## src/rtl/xbar_req_ctrl_pkg.sv

```systemverilog
// Shared crossbar definitions: port count, grant index width, request FSM states
// and the one-hot request helper.
package xbar_req_ctrl_pkg;

  localparam int NUM_PORTS   = 4;
  localparam int GRANT_IDX_W = 2;

  typedef logic [GRANT_IDX_W-1:0] port_idx_t;

  typedef enum logic [2:0] {
    ST_IDLE = 3'd0,
    ST_REQ  = 3'd1,
    ST_XFER = 3'd2,
    ST_REL0 = 3'd3,
    ST_REL1 = 3'd4
  } state_t;

  function automatic logic [NUM_PORTS-1:0] port_onehot(input port_idx_t p);
    logic [NUM_PORTS-1:0] v;
    v    = '0;
    v[p] = 1'b1;
    return v;
  endfunction

endpackage

```

## src/rtl/xbar_req_ctrl_if.sv

```systemverilog
// Crossbar-side bundle of one input port: arbiter request/grant and the data beat.
// Handshake: a beat transfers on a rising edge where oTxValid && iTxReady; while
// oTxValid is high and iTxReady is low, oTxData/oTxLast are held stable.
interface xbar_req_ctrl_if
  import xbar_req_ctrl_pkg::*;
#(
  parameter int unsigned DATA_W = 8
) ();

  logic [NUM_PORTS-1:0]             oReq;
  logic [NUM_PORTS*GRANT_IDX_W-1:0] iGrantId;
  logic [NUM_PORTS-1:0]             iGrantValid;
  logic [DATA_W-1:0]                oTxData;
  logic                             oTxValid;
  logic                             oTxLast;
  logic                             iTxReady;

  modport master (
    output oReq,
    input  iGrantId,
    input  iGrantValid,
    output oTxData,
    output oTxValid,
    output oTxLast,
    input  iTxReady
  );

  modport slave (
    input  oReq,
    output iGrantId,
    output iGrantValid,
    input  oTxData,
    input  oTxValid,
    input  oTxLast,
    output iTxReady
  );

endinterface

```

## src/rtl/xbar_req_ctrl_tx_reg.sv

```systemverilog
// Single output register stage for the crossbar beat: loads on a FIFO pop,
// holds under backpressure, drops valid after a transfer with no new load.
module xbar_tx_reg #(
  parameter int unsigned DATA_W = 8
) (
  input  logic              iClk,
  input  logic              iRst,
  input  logic              iLoad,
  input  logic [DATA_W-1:0] iData,
  input  logic              iLast,
  input  logic              iReady,
  output logic [DATA_W-1:0] oData,
  output logic              oValid,
  output logic              oLast
);

  always_ff @(posedge iClk) begin
    if (iRst) begin
      oData  <= '0;
      oValid <= 1'b0;
      oLast  <= 1'b0;
    end else if (iLoad) begin
      oData  <= iData;
      oLast  <= iLast;
      oValid <= 1'b1;
    end else if (oValid && iReady) begin
      oValid <= 1'b0;
    end
  end

endmodule

```

## src/rtl/xbar_req_ctrl.sv

```systemverilog
// Crossbar input-port request controller: takes a destination lookup, requests the
// destination arbiter, streams one frame from the ingress FIFO, then releases.
module xbar_req_ctrl
  import xbar_req_ctrl_pkg::*;
#(
  parameter int unsigned PORT_ID = 0,
  parameter int unsigned DATA_W  = 8
) (
  input  logic              iClk,
  input  logic              iRst,
  input  logic              iDstValid,
  input  port_idx_t         iDstPort,
  output logic              oDstReady,
  input  logic              iFifoEmpty,
  input  logic [DATA_W-1:0] iFifoData,
  input  logic              iFifoLast,
  output logic              oFifoRd,
  xbar_req_ctrl_if.master   bus,
  output logic              oErr,
  output state_t            oDbgState
);

  localparam port_idx_t PORT_IDX = port_idx_t'(PORT_ID);

  state_t               state;
  port_idx_t            dst;
  logic [NUM_PORTS-1:0] req_q;
  logic                 last_sent;
  logic                 xfer_first;
  logic                 granted;
  logic                 tx_fire;
  logic [DATA_W-1:0]    tx_data;
  logic                 tx_valid;
  logic                 tx_last;

  assign granted = bus.iGrantValid[dst] &&
                   (bus.iGrantId[{dst, 1'b0} +: GRANT_IDX_W] == PORT_IDX);
  assign tx_fire = tx_valid && bus.iTxReady;

  // Pop stays combinational so the show-ahead FIFO can stream at one word per
  // cycle; it is gated by reset so an abandoned frame loses no extra word.
  assign oFifoRd = (state == ST_XFER) && !iRst && !iFifoEmpty &&
                   (!tx_valid || bus.iTxReady) && !last_sent;

  assign oDstReady = (state == ST_IDLE);
  assign oDbgState = state;
  assign bus.oReq  = req_q;

  always_ff @(posedge iClk) begin
    if (iRst) begin
      state      <= ST_IDLE;
      dst        <= '0;
      req_q      <= '0;
      last_sent  <= 1'b0;
      xfer_first <= 1'b0;
      oErr       <= 1'b0;
    end else begin
      case (state)
        ST_IDLE: begin
          if (iDstValid) begin
            dst   <= iDstPort;
            req_q <= port_onehot(iDstPort);
            state <= ST_REQ;
          end
        end
        ST_REQ: begin
          if (granted) begin
            state      <= ST_XFER;
            xfer_first <= 1'b1;
          end
        end
        ST_XFER: begin
          // The first XFER cycle is exempt: the grant that got us here is still valid.
          xfer_first <= 1'b0;
          if (!xfer_first && !granted) oErr <= 1'b1;
          if (oFifoRd && iFifoLast) last_sent <= 1'b1;
          if (tx_fire && tx_last) begin
            state     <= ST_REL0;
            req_q     <= '0;
            last_sent <= 1'b0;
          end
        end
        // Two release cycles keep oReq low long enough for the arbiter to move on.
        ST_REL0: state <= ST_REL1;
        ST_REL1: state <= ST_IDLE;
        default: begin
          state <= ST_IDLE;
          req_q <= '0;
        end
      endcase
    end
  end

  xbar_tx_reg #(
    .DATA_W(DATA_W)
  ) u_tx_reg (
    .iClk  (iClk),
    .iRst  (iRst),
    .iLoad (oFifoRd),
    .iData (iFifoData),
    .iLast (iFifoLast),
    .iReady(bus.iTxReady),
    .oData (tx_data),
    .oValid(tx_valid),
    .oLast (tx_last)
  );

  assign bus.oTxData  = tx_data;
  assign bus.oTxValid = tx_valid;
  assign bus.oTxLast  = tx_last;

endmodule

```

## src/flat_wrapper.sv

```systemverilog
// flat-port wrapper written by rule: the top's interface ports become plain ports
module xbar_req_ctrl_flat import xbar_req_ctrl_pkg::*;
#(
  parameter int unsigned PORT_ID = 0,
  parameter int unsigned DATA_W  = 8
)
  (iClk, iRst, iDstValid, iDstPort, oDstReady, iFifoEmpty, iFifoData, iFifoLast, oFifoRd, oErr, oDbgState, bus_oReq, bus_iGrantId, bus_iGrantValid, bus_oTxData, bus_oTxValid, bus_oTxLast, bus_iTxReady);
  xbar_req_ctrl_if #(.DATA_W(DATA_W)) bus_i ();
  input  logic iClk;
  input  logic iRst;
  input  logic iDstValid;
  input  port_idx_t iDstPort;
  output logic oDstReady;
  input  logic iFifoEmpty;
  input  logic [DATA_W-1:0] iFifoData;
  input  logic iFifoLast;
  output logic oFifoRd;
  output logic oErr;
  output state_t oDbgState;
  output wire logic [$bits(bus_i.oReq)-1:0] bus_oReq;
  input wire logic [$bits(bus_i.iGrantId)-1:0] bus_iGrantId;
  input wire logic [$bits(bus_i.iGrantValid)-1:0] bus_iGrantValid;
  output wire logic [$bits(bus_i.oTxData)-1:0] bus_oTxData;
  output wire logic [$bits(bus_i.oTxValid)-1:0] bus_oTxValid;
  output wire logic [$bits(bus_i.oTxLast)-1:0] bus_oTxLast;
  input wire logic [$bits(bus_i.iTxReady)-1:0] bus_iTxReady;
  assign bus_oReq = bus_i.oReq;
  assign bus_i.iGrantId = bus_iGrantId;
  assign bus_i.iGrantValid = bus_iGrantValid;
  assign bus_oTxData = bus_i.oTxData;
  assign bus_oTxValid = bus_i.oTxValid;
  assign bus_oTxLast = bus_i.oTxLast;
  assign bus_i.iTxReady = bus_iTxReady;
  xbar_req_ctrl #(.PORT_ID(PORT_ID), .DATA_W(DATA_W)) u_core (.iClk(iClk), .iRst(iRst), .iDstValid(iDstValid), .iDstPort(iDstPort), .oDstReady(oDstReady), .iFifoEmpty(iFifoEmpty), .iFifoData(iFifoData), .iFifoLast(iFifoLast), .oFifoRd(oFifoRd), .bus(bus_i), .oErr(oErr), .oDbgState(oDbgState));
endmodule
```

## config.mk

```make
export PLATFORM = sky130hd
export DESIGN_NAME = xbar_req_ctrl_flat
export DESIGN_NICKNAME = d
export VERILOG_FILES = /design/src/rtl/xbar_req_ctrl_pkg.sv /design/src/rtl/xbar_req_ctrl_if.sv /design/src/rtl/xbar_req_ctrl_tx_reg.sv /design/src/rtl/xbar_req_ctrl.sv /design/src/flat_wrapper.sv
export SDC_FILE = /design/constraint.sdc
export NUM_CORES = 1
export LEC_CHECK = 0
export ABC_AREA = 1
export CAP_MARGIN = 25
export CORE_ASPECT_RATIO = 1.2
export CORE_MARGIN = 2
export CORE_UTILIZATION = 30
export DETAILED_ROUTE_END_ITERATION = 7
export PLACE_DENSITY = 0.64
export SYNTH_ARGS = -nofsm -noshare
export SYNTH_HDL_FRONTEND = slang
export SYNTH_SLANG_ARGS = --single-unit
```

## constraint.sdc

```tcl
create_clock -name iClk -period 1.6 [get_ports iClk]
set_input_delay 0.16 -clock iClk [delete_from_list [all_inputs] [get_ports iClk]]
set_output_delay 0.16 -clock iClk [all_outputs]
set_load 0.02 [all_outputs]
```

* After elaboration in Yosys (flattened, before gate mapping)
Index checks and enable logic that the tools add are counted.
Word-level totals: register bits after elaboration 22, latch bits 0, memory bits (writable) 0, bits in read-only memories 0, input port bits 28, output and inout bits 20, logic and storage cells 67, memories 0
Cells by class: add/sub/neg operators 0, $mul 0, divide/modulo/power cells 0, order comparisons 3, eq/ne operators 7, shift-type cells 1, muxes and demuxes 17, bitwise operators 1, reductions and logical operators 29
Operator list (number):
- $pmux W3 S4 | 1
- $pmux W4 S3 | 1
- $logic_and A1 B1 Y1 | 10
- $mux W3 | 3
- $mux W4 | 2
- $reduce_and A2 Y1 | 4
- $shiftx A8 B4 Y2 | 1
- $mux W1 | 7
- $eq A3 B2 Y1 const B | 2
- $logic_not A1 Y1 | 6
- $lt A2 B3 Y1 const B | 2
- $reduce_and A3 Y1 | 2
- $reduce_bool A2 Y1 | 3
- $ne A2 B2 Y1 const B | 2
- $eq A3 B1 Y1 const B | 1
- $eq A3 B3 Y1 const B | 1
- $logic_not A3 Y1 | 1
- $reduce_or A3 Y1 | 1
- $bmux W1 S2 | 1
- $demux W1 S2 | 1
- $ge A2 B1 Y1 const B | 1
- $logic_not A2 Y1 | 1
- $ne A2 B1 Y1 const B | 1
- $pmux W1 S2 | 1
- 2 further kinds | 2

* Longest topological paths before layout
Gate-level depths: netlist of the first run.
depth in word-level cells 8, depth in mapped cells 9, depth with buffers taken out 9

* Modules after synthesis
From an unflattened synthesis of the first run, not the netlist that was laid out.
Unflattened totals: cell total of the unflattened synthesis 141, area total of the unflattened synthesis 1022.2 µm²
Modules (own cells, without submodules):
- xbar_req_ctrl | times used 1, cells each 98, area each 669.4 µm², seq. area each 240.2 µm²
- xbar_tx_reg | times used 1, cells each 43, area each 352.8 µm², seq. area each 200.2 µm²

* Worst setup path after synthesis of the first run
OpenSTA, ideal clock, no wires.
path type register -> register, start point register u_core.state[1], in the netlist u_core.oDbgState[1], end point register u_core.u_tx_reg.oLast, setup time 0.132 ns, data arrival time 1.076 ns, data required time 1.468 ns, slack 0.392 ns, stages on the path, launching flop included 7, buffers on the path 1, cell sequence dfxtp_1 > inv_2 > nor2_4 > nand4_4 > buf_6 > nand2_1 > a21oi_1
Between the ends: cells in the longest elaborated chain, start to end 5
RTL lines:
- from (decl) | RTL line xbar_req_ctrl.sv:25 | state_t state;
- from (signal assigned) | RTL line xbar_req_ctrl.sv:51 | state <= ST_IDLE;
- from (signal assigned) | RTL line xbar_req_ctrl.sv:63 | state <= ST_REQ;
- from (signal assigned) | RTL line xbar_req_ctrl.sv:68 | state <= ST_XFER;
- $eq A3 B2 Y1 | RTL line xbar_req_ctrl.sv:42 | assign oFifoRd = (state == ST_XFER) && !iRst && !iFifoEmpty &&
- $logic_and A1 B1 Y1 (3 in series) | RTL line xbar_req_ctrl.sv:42
- $logic_and A1 B1 Y1 | RTL line xbar_req_ctrl.sv:43 | (!tx_valid || bus.iTxReady) && !last_sent;
- to (signal assigned) | RTL line xbar_req_ctrl_tx_reg.sv:24 | oLast <= iLast;
- to (decl) | RTL line xbar_req_ctrl_tx_reg.sv:14 | output logic oLast
No other way between the ends. A chain may end at the register's enable or synchronous reset.

* Worst setup path after layout of the first run
start point register u_core.state[2], in the netlist u_core.oDbgState[2], end point output oDbgState[2]
RTL lines:
- to (decl) | RTL line flat_wrapper.sv:19 | output state_t oDbgState;
No word-level cell between the ends.

==> impl_metrics.json, run 1 <==
{
  "cp_slowest_stage_delay_ns": 0.59,
  "numCtsBuffers": 3,
  "row_count": 22,
  "drv_slew": 0,
  "hold_slack_ns": 0.400,
  "grt.total_usage_pct": 13.6,
  "cts_root_buf": "clkbuf_4",
  "setup_tns_ns": 0,
  "h-tree-depth": 1,
  "finClkSkew_ns": 0.00258,
  "power.leakage_nw": 0.685,
  "routabilityCongestion": 0.839,
  "setup_viol": 0,
  "syn_nets": 163,
  "grt_max_degree": 12,
  "rr_endpoint": "u_core.last_sent$_SDFFE_PP0P_",
  "critPathSlowestCell": "clkdlybuf4s50_1",
  "n_antenna_cell": 0,
  "mostFrequentLayoutCell": "clkdlybuf4s50_1",
  "whs_endpoint": "u_core.u_tx_reg.oData[7]$_SDFFE_PP0P_",
  "worst_slack_ns": 0.0647,
  "worst-path-buf-inv": 2,
  "min_from": "iFifoData[7]",
  "placed_area_um2": 1530,
  "final_area_um2": 1570,
  "tightest_slew_ns": 0.243,
  "io_pins": 48,
  "reg2reg_slack_ns": 0.39,
  "clkPwrFrac_pct": 20.2,
  "required_ns": 1.44,
  "power.density_nw_per_um2": 761,
  "layout.nets": 219,
  "rsz0062_at_grt": "true",
  "timing.rr.start": "u_core.oDbgState[0]$_SDFFE_PP0P_",
  "wl_um": 2470,
  "ys_seq_elements": 22,
  "p_int_uw": 835,
  "worst_setup_path_end_kind": "primary output",
  "die_x_um": 56.5,
  "vias_per_cell": 4.65,
  "grt_pass1_vias": 1058,
  "wire_per_inst_um": 11.0,
  "cts_tree": "done",
  "worstSetupStartpointType": "register",
  "insertion_delay_ns": 0.29,
  "maxCapViolations": 0,
  "drive_gt1_share_pct": 13.2,
  "area.growth.synth_to_final_pct": 58.0,
  "fp.dieArea_um2": 3780,
  "n_fill_cell": 316,
  "ys_types": 20,
  "seqPwrFrac_pct": 50.1,
  "cp_max_fo": 4,
  "vias": 1046,
  "place_hpwl_um": 2020,
  "cts_sinks": 22,
  "netlist.area_leader.share_pct": 44.4,
  "overflow": 0,
  "vdd_ir_drop_max_mv": 0.359,
  "yosysSeqAreaShare_pct": 44.4,
  "yosysTopAreaCell": "dfxtp_1",
  "synth_area_um2": 991,
  "clk_pin_slew_ns": 0.11,
  "holdPathStages": 3,
  "hold_violations": 0,
  "swShare_pct": 29.9,
  "port-buffer-count": 47,
  "r2r_cells": 8,
  "max_slew_margin_pct": 83.6,
  "drt_first_iter_violations": 30,
  "start_util_pct": 31.9,
  "fin_util_pct": 50.3,
  "synth_area_leaders": "dfxtp_1 44%, nand2_1 14%, nand3_1 6.6%, a21oi_1 5.6%, inv_1 4.9%",
  "antenna_found_initial": 0,
  "synth_warnings": 0,
  "final_cell_mix": "44 x clkdlybuf4s50_1, 36 x nand2_1, 21 x dfxtp_1",
  "synth_area_per_cell_um2": 7.34,
  "die_h_um": 67.0,
  "ant_nets": 0,
  "worstPathArrival_ns": 1.38,
  "core_area_um2": 3110,
  "clk_path_buf_depth": 2,
  "crit_path_cell_trace": "buf_4 > clkdlybuf4s50_1",
  "grt_pass1_wl_um": 4240,
  "fmax_mhz": 651,
  "crit_family": "buffers and inverters",
  "drcViolationCount": 0,
  "period_share_pct": 96.0,
  "comb_power_share_pct": 29.7,
  "crit_type": "register to primary output",
  "power.switching_uw": 356,
  "postSynthCellCount": 135,
  "first_pass_iters": 4,
  "post-place-ws_ns": -0.130,
  "fin_crit_ns": 1.54,
  "min_path_type": "input pin to register",
  "status": "complete, no violations"
}
## cell families after synthesis
logic type      synth area share, %
buf+inv                        9.34
simple gates                   38.1
flops                          44.4
compound gates                 8.08
## cell type report
cell class	count	area, um2	share of cell area, %
tap	36	45.0	2.88
clock buffer	3	22.5	1.44
multi-input combinational	92	458	29.3
timing repair buffer	54	526	33.6
sequential	22	442	28.2
inverter	18	72.6	4.64
## what timing repair did
action,4_1_cts,5_1_grt
setup endpoints to repair,2,2
hold buffers,0,0
gates cloned,0,0
buffers inserted,0,1
gates resized for setup,4,2
## cells in the mapped netlist (all sizes together)
| cell type | count |
|---|---|
| clkbuf | 1 |
| nand3 | 15 |
| buf | 2 |
| nand2 | 40 |
| o21ai | 5 |
| nor2 | 10 |
| dfxtp | 22 |
| nor4 | 1 |
| clkinv | 1 |
| nand4 | 5 |
| a21oi | 11 |
| nor3 | 5 |
| inv | 17 |
## worst max-delay path by stage
| stage | startpoint | end | slack [ns] | cells after the start |
|---|---|---|---|---|
| 4_1_cts | u_core.oDbgState[0]$_SDFFE_PP0P_ | oFifoRd | 0.04 | 6 |
| 3_5_place_dp | bus_iTxReady | oFifoRd | -0.13 | 6 |
| 6_report | u_core.oDbgState[2]$_SDFFE_PP0P_ | oDbgState[2] | 0.06 | 2 |
| 3_3_place_gp | bus_iTxReady | oFifoRd | -0.14 | 6 |
| 2_1_floorplan | u_core.oDbgState[1]$_SDFFE_PP0P_ | u_core.u_tx_reg.oLast$_SDFFE_PP0P_ | 0.39 | 6 |
| 5_1_grt | u_core.oDbgState[0]$_SDFFE_PP0P_ | oFifoRd | -0.005 | 6 |
## per-layer routing
| layer | wire [um] | share of wire [%] | GRT usage [%] |
|---|---|---|---|
| met1 | 1050 | 42 | 15.2 |
| met2 | 1180 | 48 | 25.9 |
| met3 | 244 | 9.9 | 3.88 |
| met4 | 0 | 0 | 1.79 |
| met5 | 0 | 0 | 0 |
## stage by stage
step | power [mW] | instances
global placement | 0.956 | 221
detailed placement | 0.963 | 221
global route | 1.27 | 225
floorplan | 0.798 | 135
finish | 1.19 | 225
CTS | 1.20 | 224
## registers in the layout, indices dropped and copies added, names as in the netlist
register,count
u_core.u_tx_reg.oLast,1
u_core.dst,2
u_core.bus.oReq,4
u_core.oErr,1
u_core.last_sent,1
u_core.u_tx_reg.oValid,1
u_core.u_tx_reg.oData,8
u_core.oDbgState,3
u_core.xfer_first,1
## power by group through the flow
stage,registers (mW),clock network (mW),logic (mW)
3_3_place_gp,0.608,0,0.348
2_1_floorplan,0.635,0,0.163
6_report,0.597,0.240,0.354
5_1_grt,0.603,0.277,0.385
4_1_cts,0.597,0.253,0.350
3_5_place_dp,0.609,0,0.354
## tightest hold or removal path: cells and delay by family
kind                   cells  cell delay [ns]
buffers and inverters      1             0.39
AND/OR/NAND/NOR            2             0.10
No activity file was read; power rests on OpenSTA's default activity.
==> inputs of run 2 (changes only) <==
Settings changed: CELL_PAD_IN_SITES_DETAIL_PLACEMENT set to 1, CELL_PAD_IN_SITES_GLOBAL_PLACEMENT set to 1, CORE_UTILIZATION 30 to 29, PLACE_DENSITY 0.64 to 0.85, TNS_END_PERCENT set to 100.
==> run 2 against run 1 <==
Compared with the run above: sequential share of layout area is 0.12 points lower; critical endpoint unchanged; flip-flop and latch count stayed put; sequential power about the same; count of clock-buffer cells in the layout is the same; largest power group unchanged; global-route usage increased by 1.7 points; maximum frequency grew 3.3%; critical path depth unchanged; cell area is 0.16% higher; clock skew rose by 0.0014 ns; combinational power is essentially flat; first-iteration DRC count shrank 70%; worst setup slack gained 0.049 ns.
==> impl_metrics.json, run 2 (synthesis results as in run 1) <==
{
  "largest_reg_flops": 8,
  "power.density_nw_per_um2": 816,
  "max_slew_margin_pct": 83.9,
  "clk_path_buf_depth": 2,
  "grt_max_degree": 12,
  "wl_um": 2930,
  "period_share_pct": 92.9,
  "layout.nets": 218,
  "setup_tns_ns": 0,
  "die_x_um": 57.4,
  "die_h_um": 68.0,
  "first_pass_iters": 3,
  "grt_pass1_vias": 1116,
  "power.leakage_nw": 0.671,
  "mostFrequentLayoutCell": "clkdlybuf4s50_1",
  "finClkSkew_ns": 0.00403,
  "holdPathStages": 3,
  "clk_pin_slew_ns": 0.07,
  "power_mw": 1.28,
  "fin_crit_ns": 1.49,
  "fmax_mhz": 673,
  "cts_root_buf": "clkbuf_8",
  "worst_setup_path_end_kind": "primary output",
  "final_cell_mix": "45 x clkdlybuf4s50_1, 36 x nand2_1, 22 x dfxtp_1",
  "io_pins": 48,
  "required_ns": 1.44,
  "wire_per_inst_um": 13.0,
  "r2r_cells": 6,
  "timing.rr.start": "u_core.oDbgState[1]$_SDFFE_PP0P_",
  "fin_util_pct": 47.4,
  "numCtsBuffers": 3,
  "worstPathArrival_ns": 1.33,
  "crit_type": "register to primary output",
  "start_util_pct": 29.9,
  "setup_viol": 0,
  "drt_first_iter_violations": 9,
  "row_count": 23,
  "drv_slew": 0,
  "cts_tree": "done",
  "worstSetupStartpointType": "register",
  "whs_endpoint": "u_core.u_tx_reg.oData[4]$_SDFFE_PP0P_",
  "ant_nets": 0,
  "area.growth.synth_to_final_pct": 58.2,
  "min_path_type": "input pin to register",
  "antenna_found_initial": 0,
  "cts_sinks": 22,
  "insertion_delay_ns": 0.25,
  "vias": 1067,
  "h-tree-depth": 1,
  "reg2reg_slack_ns": 0.40,
  "drcViolationCount": 0,
  "overflow": 0,
  "dp_cells": 222,
  "place_hpwl_um": 2440,
  "hold_slack_ns": 0.444,
  "grt.total_usage_pct": 15.3,
  "port-buffer-count": 47,
  "maxCapViolations": 0,
  "fp.dieArea_um2": 3900,
  "cp_max_fo": 4,
  "tightest_slew_ns": 0.241,
  "rr_endpoint": "u_core.bus.oReq[2]$_SDFFE_PP0P_",
  "min_from": "iFifoData[4]",
  "hold_violations": 0,
  "rsz0062_at_grt": "false",
  "vdd_ir_drop_max_mv": 0.345,
  "top_register": "u_core.u_tx_reg.oData",
  "routabilityCongestion": 0.790,
  "instances_no_fill": 225,
  "status": "complete, no violations",
  "grt_pass1_wl_um": 4720,
  "vias_per_cell": 4.74,
  "n_antenna_cell": 0,
  "core_area_um2": 3310,
  "drive_gt1_share_pct": 12.2
}
==> run 2: worst max path at each step <==
stage,slack (ns),to,start
5_1_grt,0.05,oDbgState[1],u_core.oDbgState[1]$_SDFFE_PP0P_
2_1_floorplan,0.39,u_core.u_tx_reg.oLast$_SDFFE_PP0P_,u_core.oDbgState[1]$_SDFFE_PP0P_
3_5_place_dp,-0.16,oFifoRd,bus_iTxReady
4_1_cts,0.03,oFifoRd,u_core.oDbgState[0]$_SDFFE_PP0P_
3_3_place_gp,-0.13,oFifoRd,bus_iTxReady
6_report,0.11,oDbgState[2],u_core.oDbgState[2]$_SDFFE_PP0P_
==> run 2: layer usage <==
layer	GRT usage [%]	up-vias	routed length [um]
met2	31.4	37	1570
met3	4.16	2	229
met1	15.0	486	1120
met5	0	-	0
li1	-	542	-
met4	3.49	0	14
==> run 2: timing repair <==
item | 4_1_cts | 5_1_grt
hold endpoints to repair | 0 | 0
endpoints found under the setup margin | 2 | 1
gates resized for setup | 2 | 2
buffers inserted | 0 | 0
hold buffers | 0 | 0
==> run 2: metrics by stage <==
| stage | area, um2 | worst slack [ns] |
|---|---|---|
| 2_1_floorplan | 991 | 0.392 |
| 6_report | 1570 | 0.114 |
| 4_1_cts | 1570 | 0.0310 |
| 3_5_place_dp | 1530 | -0.160 |
| 5_1_grt | 1570 | 0.0497 |
| 3_3_place_gp | 1530 | -0.133 |
==> run 2: worst max-delay path, stage by stage, from the launching register on <==
cell and delay, ns:
dfxtp_1 0.35, buf_4 0.13, clkdlybuf4s50_1 0.60
==> run 2: layout make-up <==
cell class,instances,area (um2)
Clock buffer,3,41.3
Fill cell,417,1740
Inverter,18,72.6
Multi-Input combinational cell,92,458
Sequential cell,22,440
Tap cell,37,46.3
Timing Repair Buffer,53,509
==> run 2: report_power, final <==
| group | internal (mW) | leakage [nW] | switching, mW |
|---|---|---|---|
| clock network | 0.167 | 0.0216 | 0.161 |
| logic | 0.163 | 0.471 | 0.191 |
| registers | 0.578 | 0.178 | 0.0198 |
| total | 0.908 | 0.671 | 0.372 |
